$ cat config.mk
export PLATFORM = sky130hd
export DESIGN_NAME = spi_reg_sequencer_flat
export DESIGN_NICKNAME = d
export VERILOG_FILES = /design/src/rtl/spi_reg_pkg.sv /design/src/rtl/spi_reg_sequencer_if.sv /design/src/rtl/spi_reg_sequencer.sv /design/src/flat_wrapper.sv
export SDC_FILE = /design/constraint.sdc
export NUM_CORES = 1
export LEC_CHECK = 0
export ABC_AREA = 1
export CORE_MARGIN = 1.5
export CORE_UTILIZATION = 49
export CTS_CLUSTER_DIAMETER = 100
export DETAILED_ROUTE_END_ITERATION = 7
export PLACE_DENSITY = 0.78
export SYNTH_ARGS = -nofsm -noshare
export SYNTH_HDL_FRONTEND = slang
export SYNTH_SLANG_ARGS = --single-unit
$ cat constraint.sdc
create_clock -name aclk -period 1.9 [get_ports aclk]
set_input_delay 0.285 -clock aclk [delete_from_list [all_inputs] [get_ports aclk]]
set_output_delay 0.285 -clock aclk [all_outputs]
set_load 0.05 [all_outputs]
$ cat src/rtl/spi_reg_pkg.sv
// Shared definitions for the SPI register-access sequencer.
// Contents: FSM state encoding, frame length, address width, read-fill byte
// and the helper that selects a frame byte from a latched command.
package spi_reg_pkg;

    typedef enum logic [1:0] {
        StIdle   = 2'd0,
        StTx     = 2'd1,
        StWaitRx = 2'd2,
        StRsp    = 2'd3
    } state_e;

    localparam int unsigned SPI_REG_FRAME_BYTES = 3;
    localparam int unsigned SPI_REG_ADDR_W      = 15;
    localparam logic [7:0]  SPI_REG_READ_FILL   = 8'h00;

    // Frame: {rnw, addr[14:8]}, addr[7:0], then wdata (writes) or fill (reads).
    function automatic logic [7:0] frame_byte(input logic                      rnw,
                                              input logic [SPI_REG_ADDR_W-1:0] addr,
                                              input logic [7:0]                wdata,
                                              input logic [1:0]                idx);
        logic [7:0] b;
        case (idx)
            2'd0:    b = {rnw, addr[SPI_REG_ADDR_W-1:8]};
            2'd1:    b = addr[7:0];
            default: b = rnw ? SPI_REG_READ_FILL : wdata;
        endcase
        return b;
    endfunction

endpackage

$ cat src/rtl/spi_reg_sequencer_if.sv
// Bus bundle for spi_reg_sequencer.
// Groups the command channel (s_cmd_*), response channel (m_rsp_*), the tx
// byte stream to the SPI master (m_axis_*) and the rx byte stream from it
// (s_axis_*). Modport slave is the sequencer's view; modport master is the
// view of the environment that issues commands and models the SPI master.
interface spi_reg_sequencer_if;
    import spi_reg_pkg::*;

    logic                      s_cmd_valid;
    logic                      s_cmd_ready;
    logic                      s_cmd_rnw;
    logic [SPI_REG_ADDR_W-1:0] s_cmd_addr;
    logic [7:0]                s_cmd_wdata;
    logic                      m_rsp_valid;
    logic                      m_rsp_ready;
    logic [7:0]                m_rsp_rdata;
    logic                      m_rsp_err;
    logic [7:0]                m_axis_tdata;
    logic                      m_axis_tvalid;
    logic                      m_axis_tready;
    logic [7:0]                s_axis_tdata;
    logic                      s_axis_tvalid;
    logic                      s_axis_tready;

    modport master (
        output s_cmd_valid, s_cmd_rnw, s_cmd_addr, s_cmd_wdata, m_rsp_ready,
               m_axis_tready, s_axis_tdata, s_axis_tvalid,
        input  s_cmd_ready, m_rsp_valid, m_rsp_rdata, m_rsp_err, m_axis_tdata,
               m_axis_tvalid, s_axis_tready
    );

    modport slave (
        input  s_cmd_valid, s_cmd_rnw, s_cmd_addr, s_cmd_wdata, m_rsp_ready,
               m_axis_tready, s_axis_tdata, s_axis_tvalid,
        output s_cmd_ready, m_rsp_valid, m_rsp_rdata, m_rsp_err, m_axis_tdata,
               m_axis_tvalid, s_axis_tready
    );

endinterface

$ cat src/rtl/spi_reg_sequencer.sv
// Register-access sequencer in front of an AXI-Stream SPI master.
// Takes one read/write command at a time, sends it as a 3-byte frame on the tx
// stream, counts the 3 returned rx bytes (keeping the third as read data) and
// issues one response per command.
// Ports:
//   aclk    - clock, rising edge
//   aresetn - asynchronous active-low reset
//   bus     - spi_reg_sequencer_if.slave: s_cmd_*, m_rsp_*, m_axis_* (tx), s_axis_* (rx)
// Build option: SPI_REG_SEQ_TIMEOUT_EN adds a WAIT_RX timeout of TIMEOUT_CYCLES
// cycles without an rx byte, answered with err=1 and rdata=0x00. Without it
// m_rsp_err is tied low and WAIT_RX waits indefinitely.
// Every output comes straight from a flop.
module spi_reg_sequencer
    import spi_reg_pkg::*;
#(
    parameter int unsigned TIMEOUT_CYCLES = 4096
) (
    input logic                aclk,
    input logic                aresetn,
    spi_reg_sequencer_if.slave bus
);

    localparam logic [1:0] CntDone = 2'(SPI_REG_FRAME_BYTES);
    localparam logic [1:0] CntLast = 2'(SPI_REG_FRAME_BYTES - 1);

    state_e                    state_q, state_d;
    logic [1:0]                tx_cnt_q, tx_cnt_d;
    logic [1:0]                rx_cnt_q, rx_cnt_d;
    logic                      rnw_q, rnw_d;
    logic [SPI_REG_ADDR_W-1:0] addr_q, addr_d;
    logic [7:0]                wdata_q, wdata_d;
    logic [7:0]                rdata_q, rdata_d;
    logic [7:0]                tdata_q, tdata_d;
    logic                      cmd_ready_q, tvalid_q, rsp_valid_q, rx_ready_q;
    logic                      cmd_hs, tx_hs, rx_hs, rsp_hs;

`ifdef SPI_REG_SEQ_TIMEOUT_EN
    localparam int unsigned     TimerW    = $clog2(TIMEOUT_CYCLES);
    localparam logic [TimerW-1:0] TimerLast = TimerW'(TIMEOUT_CYCLES - 1);

    logic [TimerW-1:0] timer_q, timer_d;
    logic              err_q, err_d;
    logic              timeout;
`else
    logic unused_timeout_cfg;
    assign unused_timeout_cfg = ^TIMEOUT_CYCLES;
`endif

    assign cmd_hs = bus.s_cmd_valid & cmd_ready_q;
    assign tx_hs  = tvalid_q & bus.m_axis_tready;
    assign rx_hs  = bus.s_axis_tvalid & rx_ready_q;
    assign rsp_hs = rsp_valid_q & bus.m_rsp_ready;

    always_comb begin
        state_d  = state_q;
        tx_cnt_d = tx_cnt_q;
        rx_cnt_d = rx_cnt_q;
        rnw_d    = rnw_q;
        addr_d   = addr_q;
        wdata_d  = wdata_q;
        rdata_d  = rdata_q;
        tdata_d  = tdata_q;
`ifdef SPI_REG_SEQ_TIMEOUT_EN
        err_d    = err_q;
        timer_d  = timer_q;
        timeout  = 1'b0;
`endif

        // Rx is only counted while a frame is in flight; it may run ahead of tx.
        if (rx_hs && (state_q == StTx || state_q == StWaitRx) && rx_cnt_q != CntDone) begin
            rx_cnt_d = rx_cnt_q + 2'd1;
            if (rx_cnt_q == CntLast) begin
                rdata_d = bus.s_axis_tdata;
            end
        end

`ifdef SPI_REG_SEQ_TIMEOUT_EN
        if (state_q == StWaitRx) begin
            if (rx_hs) begin
                timer_d = '0;
            end else if (timer_q == TimerLast) begin
                timeout = 1'b1;
            end else begin
                timer_d = timer_q + TimerW'(1);
            end
        end
`endif

        unique case (state_q)
            StIdle: begin
                if (cmd_hs) begin
                    rnw_d    = bus.s_cmd_rnw;
                    addr_d   = bus.s_cmd_addr;
                    wdata_d  = bus.s_cmd_wdata;
                    tx_cnt_d = '0;
                    rx_cnt_d = '0;
                    rdata_d  = SPI_REG_READ_FILL;
`ifdef SPI_REG_SEQ_TIMEOUT_EN
                    err_d    = 1'b0;
                    timer_d  = '0;
`endif
                    state_d  = StTx;
                end
            end
            StTx: begin
                if (tx_hs) begin
                    if (tx_cnt_q != CntDone) begin
                        tx_cnt_d = tx_cnt_q + 2'd1;
                    end
                    if (tx_cnt_q == CntLast) begin
                        state_d = (rx_cnt_d == CntDone) ? StRsp : StWaitRx;
                    end
                end
            end
            StWaitRx: begin
                if (rx_cnt_d == CntDone) begin
                    state_d = StRsp;
`ifdef SPI_REG_SEQ_TIMEOUT_EN
                end else if (timeout) begin
                    // rdata still holds the read-fill byte since byte2 never arrived
                    err_d   = 1'b1;
                    state_d = StRsp;
`endif
                end
            end
            StRsp: begin
                if (rsp_hs) begin
                    state_d = StIdle;
                end
            end
            default: state_d = StIdle;
        endcase

        // Byte is a function of the latched command and tx_cnt, so it is stable under stall.
        if (state_d == StTx) begin
            tdata_d = frame_byte(rnw_d, addr_d, wdata_d, tx_cnt_d);
        end
    end

    always_ff @(posedge aclk or negedge aresetn) begin
        if (!aresetn) begin
            state_q     <= StIdle;
            tx_cnt_q    <= '0;
            rx_cnt_q    <= '0;
            rnw_q       <= 1'b0;
            addr_q      <= '0;
            wdata_q     <= '0;
            rdata_q     <= SPI_REG_READ_FILL;
            tdata_q     <= 8'h00;
            cmd_ready_q <= 1'b0;
            tvalid_q    <= 1'b0;
            rsp_valid_q <= 1'b0;
            rx_ready_q  <= 1'b0;
        end else begin
            state_q     <= state_d;
            tx_cnt_q    <= tx_cnt_d;
            rx_cnt_q    <= rx_cnt_d;
            rnw_q       <= rnw_d;
            addr_q      <= addr_d;
            wdata_q     <= wdata_d;
            rdata_q     <= rdata_d;
            tdata_q     <= tdata_d;
            cmd_ready_q <= (state_d == StIdle);
            tvalid_q    <= (state_d == StTx);
            rsp_valid_q <= (state_d == StRsp);
            rx_ready_q  <= 1'b1;
        end
    end

`ifdef SPI_REG_SEQ_TIMEOUT_EN
    always_ff @(posedge aclk or negedge aresetn) begin
        if (!aresetn) begin
            timer_q <= '0;
            err_q   <= 1'b0;
        end else begin
            timer_q <= timer_d;
            err_q   <= err_d;
        end
    end

    assign bus.m_rsp_err = err_q;
`else
    assign bus.m_rsp_err = 1'b0;
`endif

    assign bus.s_cmd_ready   = cmd_ready_q;
    assign bus.m_axis_tvalid = tvalid_q;
    assign bus.m_axis_tdata  = tdata_q;
    assign bus.m_rsp_valid   = rsp_valid_q;
    assign bus.m_rsp_rdata   = rdata_q;
    assign bus.s_axis_tready = rx_ready_q;

endmodule

$ cat src/flat_wrapper.sv
// flat-port wrapper written by rule: the top's interface ports become plain ports
module spi_reg_sequencer_flat import spi_reg_pkg::*;
#(
    parameter int unsigned TIMEOUT_CYCLES = 4096
)
  (aclk, aresetn, bus_s_cmd_valid, bus_s_cmd_rnw, bus_s_cmd_addr, bus_s_cmd_wdata, bus_m_rsp_ready, bus_m_axis_tready, bus_s_axis_tdata, bus_s_axis_tvalid, bus_s_cmd_ready, bus_m_rsp_valid, bus_m_rsp_rdata, bus_m_rsp_err, bus_m_axis_tdata, bus_m_axis_tvalid, bus_s_axis_tready);
  spi_reg_sequencer_if bus_i ();
  input logic aclk;
  input logic aresetn;
  input wire logic [$bits(bus_i.s_cmd_valid)-1:0] bus_s_cmd_valid;
  input wire logic [$bits(bus_i.s_cmd_rnw)-1:0] bus_s_cmd_rnw;
  input wire logic [$bits(bus_i.s_cmd_addr)-1:0] bus_s_cmd_addr;
  input wire logic [$bits(bus_i.s_cmd_wdata)-1:0] bus_s_cmd_wdata;
  input wire logic [$bits(bus_i.m_rsp_ready)-1:0] bus_m_rsp_ready;
  input wire logic [$bits(bus_i.m_axis_tready)-1:0] bus_m_axis_tready;
  input wire logic [$bits(bus_i.s_axis_tdata)-1:0] bus_s_axis_tdata;
  input wire logic [$bits(bus_i.s_axis_tvalid)-1:0] bus_s_axis_tvalid;
  output wire logic [$bits(bus_i.s_cmd_ready)-1:0] bus_s_cmd_ready;
  output wire logic [$bits(bus_i.m_rsp_valid)-1:0] bus_m_rsp_valid;
  output wire logic [$bits(bus_i.m_rsp_rdata)-1:0] bus_m_rsp_rdata;
  output wire logic [$bits(bus_i.m_rsp_err)-1:0] bus_m_rsp_err;
  output wire logic [$bits(bus_i.m_axis_tdata)-1:0] bus_m_axis_tdata;
  output wire logic [$bits(bus_i.m_axis_tvalid)-1:0] bus_m_axis_tvalid;
  output wire logic [$bits(bus_i.s_axis_tready)-1:0] bus_s_axis_tready;
  assign bus_i.s_cmd_valid = bus_s_cmd_valid;
  assign bus_i.s_cmd_rnw = bus_s_cmd_rnw;
  assign bus_i.s_cmd_addr = bus_s_cmd_addr;
  assign bus_i.s_cmd_wdata = bus_s_cmd_wdata;
  assign bus_i.m_rsp_ready = bus_m_rsp_ready;
  assign bus_i.m_axis_tready = bus_m_axis_tready;
  assign bus_i.s_axis_tdata = bus_s_axis_tdata;
  assign bus_i.s_axis_tvalid = bus_s_axis_tvalid;
  assign bus_s_cmd_ready = bus_i.s_cmd_ready;
  assign bus_m_rsp_valid = bus_i.m_rsp_valid;
  assign bus_m_rsp_rdata = bus_i.m_rsp_rdata;
  assign bus_m_rsp_err = bus_i.m_rsp_err;
  assign bus_m_axis_tdata = bus_i.m_axis_tdata;
  assign bus_m_axis_tvalid = bus_i.m_axis_tvalid;
  assign bus_s_axis_tready = bus_i.s_axis_tready;
  spi_reg_sequencer #(.TIMEOUT_CYCLES(TIMEOUT_CYCLES)) u_core (.aclk(aclk), .aresetn(aresetn), .bus(bus_i));
endmodule
==> out/results.txt, run 1 <==
Finished Layout Cells -> 460
Area of the multi-input gates -> 0.001080 mm^2
Failing checks -> setup timing
Vias per std cell -> 5.083
Avg Cell Area, Syn -> 7.891 um^2
GRT Residual Overflow -> 0
Worst setup margin -> -0.07303 ns
Most common cell after layout, fill and taps aside -> nand2_1
GRT Resource Usage Total -> 24.31%
Max Root-Sink Buffers -> 2
Post-Place Setup Slack -> -0.04723 ns
Crit share post-route -> 103.8%
Routed Antenna Nets -> 0
TritonCTS buffer count -> 5
Core footprint -> 0.004755 mm^2
Mapped Nets -> 354
Top layer in use -> met4
# setup viols final -> 8
Slew headroom -> 57.70%
Initial antenna violation count -> 0
Worst hold path type -> in2async
Met2 WL -> 3422 um
Slew Limit Fails -> 0
Number of DRC markers in iteration 0 -> 176
Critical Path Max Stage Delay -> 0.42 ns
P per Cell Area -> 1930 mW/mm^2
Sequential element share of the synthesized area -> 51.15%
Primary FF master, synth -> dfrtp_1
DP HPWL -> 4156 um
CTS sink cnt -> 50
Yosys warns -> 0
Startpoint types -> flip-flop
Max Fanout on Critical Path -> 7
Routed wl met3 -> 363 um
Synth cell types -> 25
Pre-antenna DRT Iters -> 4
RSZ-0062 raised after global routing -> yes
Share of synthesized registers carrying an async set or reset -> 100.0%
Max cap viols -> 0
Wirelength, routed -> 6795 um
#FFs+latches synth -> 50
Commonest non-fill, non-tap cells in the layout -> 95 x nand2_1, 56 x clkdlybuf4s50_1, 50 x dfrtp_1
Vias -> 2338
Final Power -> 6.734 mW
DR DRC count -> 0
Met1 WL -> 2824 um
CP Cell Sequence -> inv_2 > buf_4 > ha_4 > nand3_4 > o21bai_4 > nand4_1 > nand2_1 > nand3_2 > buf_6 > nand2_1 > nand2_1
DP Cell Count -> 438
Die width -> 73.66 um
Layout cell share with drive strength beyond 1 -> 18.07%
Area delta synth->final -> 42.66%
Io pins -> 59
Hold WS -> 0.07365 ns
Post-layout minimum cycle time -> 1.973 ns
Largest net degree at the start of global routing -> 51
Mapped Area -> 0.002446 mm^2
Worst EP required -> 2.10 ns
Fin nets -> 436
Initial Util -> 51.45%
ANT cells -> 0
Clock latency on the worst-skew pair -> 0.31 ns
H-Tree Depth -> 2
CP Data Arrival Time -> 2.18 ns
Die Y -> 73.66 um
Most frequent cell on the critical path -> nand2_1
Lkg Pwr -> 1.759 nW
Cells after synthesis -> 310
RD Place Congestion -> 0.9358
First-pass GRT wire length -> 10090 um
Fill cells -> 388
F_max -> 0.5068 GHz
Site Rows -> 25
PortBufs -> 57
Kind of critical path -> reg2reg
Status -> complete, but fails checks
Post-synth EDFFs -> 0
Clk_skew -> 0.005870 ns
Slowest cell on crit path -> dfrtp_1
CTS root buffer -> clkbuf_8
Final Hold Viols -> 0
Max VDD drop -> 1.175 mV
Slew at the pin with the worst max-slew slack -> 0.6345 ns
Post-route cell area -> 0.003490 mm^2
Reg2Reg Depth -> 11
Area occupied by registers -> 0.001251 mm^2
CTS tree -> yes
Die area -> 0.005425 mm^2
Vias in the first global route -> 2251
Crit end category -> flip-flop
Reg clk slew, reported paths -> 0.10 ns
WL per Instance -> 14.77 um
Area post-placement -> 0.003148 mm^2
final timing paths:
path / to / from / slack, ns
worst min register to register: u_core.addr_q[13] / u_core.addr_q[13] / 0.48
max in group asynchronous: u_core.rnw_q / aresetn / 1.40
worst max register to register: u_core.bus.m_axis_tdata[6] / u_core.state_q[1] / -0.07
min in group aclk: u_core.addr_q[13] / u_core.addr_q[13] / 0.48
worst max-delay path: u_core.bus.m_axis_tdata[6] / u_core.state_q[1] / -0.07
worst min-delay path: u_core.bus.m_rsp_rdata[7] / aresetn / 0.07
metal layers:
| metal | track usage (%) | vias to the layer above |
|---|---|---|
| li1 | - | 1129 |
| met2 | 42.14 | 104 |
| met1 | 30.26 | 1084 |
| met4 | 8.642 | 0 |
| met3 | 4.527 | 21 |
| met5 | 0 | - |
synth_stat cells (2+ instances only):
cell / instances / area share, %
buf_4: 4 / 1.2
dfrtp_1: 50 / 51
nand2_1: 105 / 16
a21oi_1: 11 / 2.3
inv_2: 4 / 0.61
o21ai_0: 8 / 1.6
nor2_1: 17 / 2.6
nand3_1: 39 / 8.0
nand3_2: 2 / 0.82
o21ai_1: 9 / 1.8
nand4_1: 2 / 0.51
inv_1: 38 / 5.8
ha_1: 6 / 3.1
conb_1: 2 / 0.31
clkbuf_1: 3 / 0.46
sequential cells by signal (all words and copies together) (netlist names):
| name | cells |
|---|---|
| u_core.bus.m_rsp_valid | 1 |
| u_core.bus.m_axis_tvalid | 1 |
| u_core.bus.m_rsp_rdata | 8 |
| u_core.bus.m_axis_tdata | 8 |
| u_core.rnw_q | 1 |
| u_core.state_q | 2 |
| u_core.addr_q | 15 |
| u_core.rx_cnt_q | 2 |
| u_core.bus.s_axis_tready | 1 |
| u_core.bus.s_cmd_ready | 1 |
| u_core.tx_cnt_q | 2 |
| u_core.wdata_q | 8 |
through the flow:
| step | setup TNS [ns] | util [%] |
|---|---|---|
| floorplan | 0 | - |
| global placement | -0.03728 | 66.21 |
| detailed placement | -0.2820 | 66.21 |
| CTS | 0 | 69.47 |
| global route | -1.082 | 73.39 |
| finish | -0.5045 | 73.39 |
report_power, final:
| group | switching, mW | leakage (nW) | internal, mW |
|---|---|---|---|
| registers | 0.260 | 0.621 | 1.56 |
| clock network | 0.371 | 0.0585 | 0.395 |
| logic | 2.60 | 1.08 | 1.55 |
| total | 3.23 | 1.76 | 3.51 |
cell families after synthesis:
family / Yosys count / share of synthesized area, %
adders and majority gates: 6 / 3.069
AOI/OAI and AO/OA: 31 / 7.110
buffers and inverters: 52 / 9.002
other: 2 / 0.3070
and+or+nand+nor: 169 / 29.36
DFF: 50 / 51.15
worst max-delay path: cells and delay by family (launching register included):
family	cells	cell delay, ns
adder cells (fa/ha/maj)	1	0.17
AO/OA/AOI/OAI	1	0.21
flip-flops	1	0.42
buffers and inverters	3	0.39
AND/OR/NAND/NOR	6	0.68
what timing repair did:
action,CTS,global route
buffers inserted,4,9
gates cloned,0,1
pin swaps,1,7
hold buffers,0,0
endpoints found under the setup margin,8,20
gates resized for setup,6,30
final cells by class:
type / count / share of cell area [%]
Timing Repair Buffer: 84 / 22.91
Clock inverter: 3 / 1.255
Sequential cell: 50 / 35.86
Tap cell: 67 / 2.402
Inverter: 43 / 4.661
Clock buffer: 5 / 1.972
Multi-Input combinational cell: 208 / 30.94
No activity file was read; power rests on OpenSTA's default activity.
==> inputs of run 2 (changes only) <==
--- a/config.mk
+++ b/config.mk
@@ -11,6 +11,8 @@
 export CTS_CLUSTER_DIAMETER = 100
 export DETAILED_ROUTE_END_ITERATION = 7
 export PLACE_DENSITY = 0.78
+export RECOVER_POWER = 100
+export SKIP_LAST_GASP = 1
 export SYNTH_ARGS = -nofsm -noshare
 export SYNTH_HDL_FRONTEND = slang
 export SYNTH_SLANG_ARGS = --single-unit
==> out/results.txt, run 2 (synthesized netlist as in run 1, its figures left out) <==
Status -> completed (was complete, but fails checks)
Reg clk slew, reported paths -> 0.10 ns (about the same)
Max Fanout on Critical Path -> 5 (was 7)
CP Data Arrival Time -> 2.10 ns (was 2.18 ns)
Post-Place Setup Slack -> -0.04723 ns (unchanged)
Worst hold path type -> in2async (unchanged)
Area delta synth->final -> 40.92% (was 42.66%)
GR peak layer -> met2 (unchanged)
CTS sink cnt -> 50 (unchanged)
Pre-antenna DRT Iters -> 4 (unchanged)
PortBufs -> 57 (unchanged)
DP HPWL -> 4156 um (unchanged)
Initial antenna violation count -> 0 (unchanged)
Final Hold Viols -> 0 (unchanged)
Lkg Pwr -> 1.727 nW (was 1.759 nW)
Slew headroom -> 17.90% (was 57.70%)
Die width -> 73.66 um (unchanged)
CTS root buffer -> clkbuf_8 (unchanged)
Wirelength, routed -> 6453 um (was 6795 um)
Max Root-Sink Buffers -> 2 (unchanged)
CTS tree -> yes (unchanged)
TritonCTS buffer count -> 5 (unchanged)
# setup viols final -> 0 (was 8)
Top Family by Delay on Critical Path -> simple AND/OR/NAND/NOR gates (unchanged)
CP Buf/Inv Count -> 5 (was 3)
Largest net degree at the start of global routing -> 51 (unchanged)
F_max -> 0.5281 GHz (was 0.5068 GHz)
Most common cell after layout, fill and taps aside -> nand2_1 (unchanged)
Slew at the pin with the worst max-slew slack -> 1.232 ns (was 0.6345 ns)
Fill cells -> 393 (was 388)
RD Place Congestion -> 0.9358 (unchanged)
Die Y -> 73.66 um (unchanged)
GRT Residual Overflow -> 0 (unchanged)
Core footprint -> 0.004755 mm^2 (unchanged)
Worst setup margin -> 0.006352 ns (was -0.07303 ns)
RSZ-0062 raised after global routing -> yes (unchanged)
Worst r2r src -> u_core.state_q[0] (was u_core.state_q[1])
Area occupied by registers -> 0.001251 mm^2 (unchanged)
Finished Layout Cells -> 457 (was 460)
DR DRC count -> 0 (unchanged)
Slowest cell on crit path -> dfrtp_1 (unchanged)
Fin nets -> 433 (was 436)
First-pass GRT wire length -> 10090 um (unchanged)
Max VDD drop -> 1.196 mV (was 1.175 mV)
Hold WS -> 0.3082 ns (was 0.07365 ns)
Met1 global-route usage -> 30.26% (unchanged)
Critical Path Max Stage Delay -> 0.41 ns (was 0.42 ns)
TNS Setup -> 0 ns (was -0.5045 ns)
Slew Limit Fails -> 0 (unchanged)
Startpoint types -> flip-flop (unchanged)
WL per Instance -> 14.12 um (was 14.77 um)
Post-layout minimum cycle time -> 1.894 ns (was 1.973 ns)
GRT Resource Usage Total -> 24.31% (unchanged)
Register with the most flip-flops -> u_core.addr_q (unchanged)
Initial Util -> 51.45% (unchanged)
Commonest non-fill, non-tap cells in the layout -> 95 x nand2_1, 56 x clkdlybuf4s50_1, 50 x dfrtp_1 (unchanged)
H-Tree Depth -> 2 (unchanged)
Clock latency on the worst-skew pair -> 0.31 ns (about the same)
Met3 Use GR -> 4.527% (unchanged)
Worst setup startpoint -> u_core.state_q[0] (was u_core.state_q[1])
Routed Antenna Nets -> 0 (unchanged)
P per Cell Area -> 1905 mW/mm^2 (was 1930 mW/mm^2)
Site Rows -> 25 (unchanged)
Crit end category -> flip-flop (unchanged)
DP Cell Count -> 438 (unchanged)
Area of the multi-input gates -> 0.001060 mm^2 (was 0.001080 mm^2)
Vias -> 2310 (was 2338)
Layout cell share with drive strength beyond 1 -> 16.41% (was 18.07%)
Clk_skew -> 0.006889 ns (was 0.005870 ns)
Max cap viols -> 0 (unchanged)
Vias in the first global route -> 2251 (unchanged)
Number of DRC markers in iteration 0 -> 91 (was 176)
ANT cells -> 0 (unchanged)
Max reg flops -> 15 (unchanged)
Crit share post-route -> 99.67% (was 103.8%)
Die area -> 0.005425 mm^2 (unchanged)
Vias per std cell -> 5.055 (was 5.083)
Met2 Use GR -> 42.14% (unchanged)
CP Cell Sequence -> inv_2 > ha_4 > inv_1 > nor2_2 > nand2_2 > inv_2 > nand2_2 > nand2_2 > nor2_4 > nor2_4 > nor2_4 > buf_6 > buf_4 (was inv_2 > buf_4 > ha_4 > nand3_4 > o21bai_4 > nand4_1 > nand2_1 > nand3_2 > buf_6 > nand2_1 > nand2_1)
Kind of critical path -> reg2reg (unchanged)
Hold-fix buffer count after cts -> 0 (unchanged)
Worst EP required -> 2.11 ns (was 2.10 ns)
Io pins -> 59 (unchanged)
## run 2: cell types whose count changed in the layout (fill, tap and decap cells not counted), sizes merged
cell	previous run	this run
buf	28	23
clkbuf	5	7
## run 2: timing repair
| item | CTS | global route |
|---|---|---|
| setup endpoints to repair | 8 | 20 |
| pin swaps | 1 | 5 |
| resized for setup | 5 | 23 |
| setup buffers | 4 | 7 |
## run 2: cell type report
class,instances,share of cell area [%]
clock buffer,5,1.996
sequential,50,36.30
inverter,43,4.719
multi-input combinational,208,30.74
clock inverter,3,1.270
tap,67,2.432
timing repair buffer,81,22.54
## run 2: worst reg2reg max path: stages, from the launching register on
cell     delay, ns
dfrtp_1       0.41
inv_2         0.07
ha_4          0.26
inv_1         0.04
nor2_2        0.14
nand2_2       0.11
inv_2         0.08
nand2_2       0.06
nand2_2       0.11
nor2_4        0.06
nor2_4        0.13
nor2_4        0.06
buf_6         0.14
buf_4         0.13
## run 2: routing by layer
| layer | up-vias | routed length (um) |
|---|---|---|
| met5 | - | 0 |
| met1 | 1069 | 2649 |
| met3 | 23 | 348 |
| met4 | 0 | 210 |
| met2 | 97 | 3244 |
| li1 | 1121 | - |
## run 2: power by group
group / switching [mW] / internal, mW / total (mW)
logic: 2.49 / 1.51 / 3.99
registers: 0.254 / 1.56 / 1.81
clock network: 0.368 / 0.395 / 0.763
## run 2: final timing paths
check                           slack [ns]                         to  cells past startpoint
min in group aclk                     0.48          u_core.addr_q[13]                      2
worst min register to register        0.48          u_core.addr_q[13]                      2
max in group asynchronous             0.85               u_core.rnw_q                      2
worst min-delay path                  0.31  u_core.bus.m_rsp_rdata[7]                      2
worst max-delay path                 0.006          u_core.state_q[0]                     13
worst max register to register       0.006          u_core.state_q[0]                     13
## run 2: metrics by stage
step / power (mW) / cell area, um^2 / util, %
floorplan: 4.127 / 2446 / -
global placement: 5.155 / 3148 / 66.21
detailed placement: 5.248 / 3148 / 66.21
CTS: 6.141 / 3301 / 69.42
global route: 7.041 / 3447 / 72.50
finish: 6.568 / 3447 / 72.50
==> inputs of run 3 (changes only) <==
==> constraint.sdc (replaced) <==
create_clock -name aclk -period 1.9 [get_ports aclk]
set_input_delay 0.285 -clock aclk [delete_from_list [all_inputs] [get_ports aclk]]
set_output_delay 0.285 -clock aclk [all_outputs]
set_load 0.005 [all_outputs]
==> results of run 3 <==
The final DEF is identical to that of run 2. Status: completed.
Among the figures that moved: total power 6.568 mW -> 5.945 mW; worst IR drop on VDD 1.196 mV -> 0.8955 mV
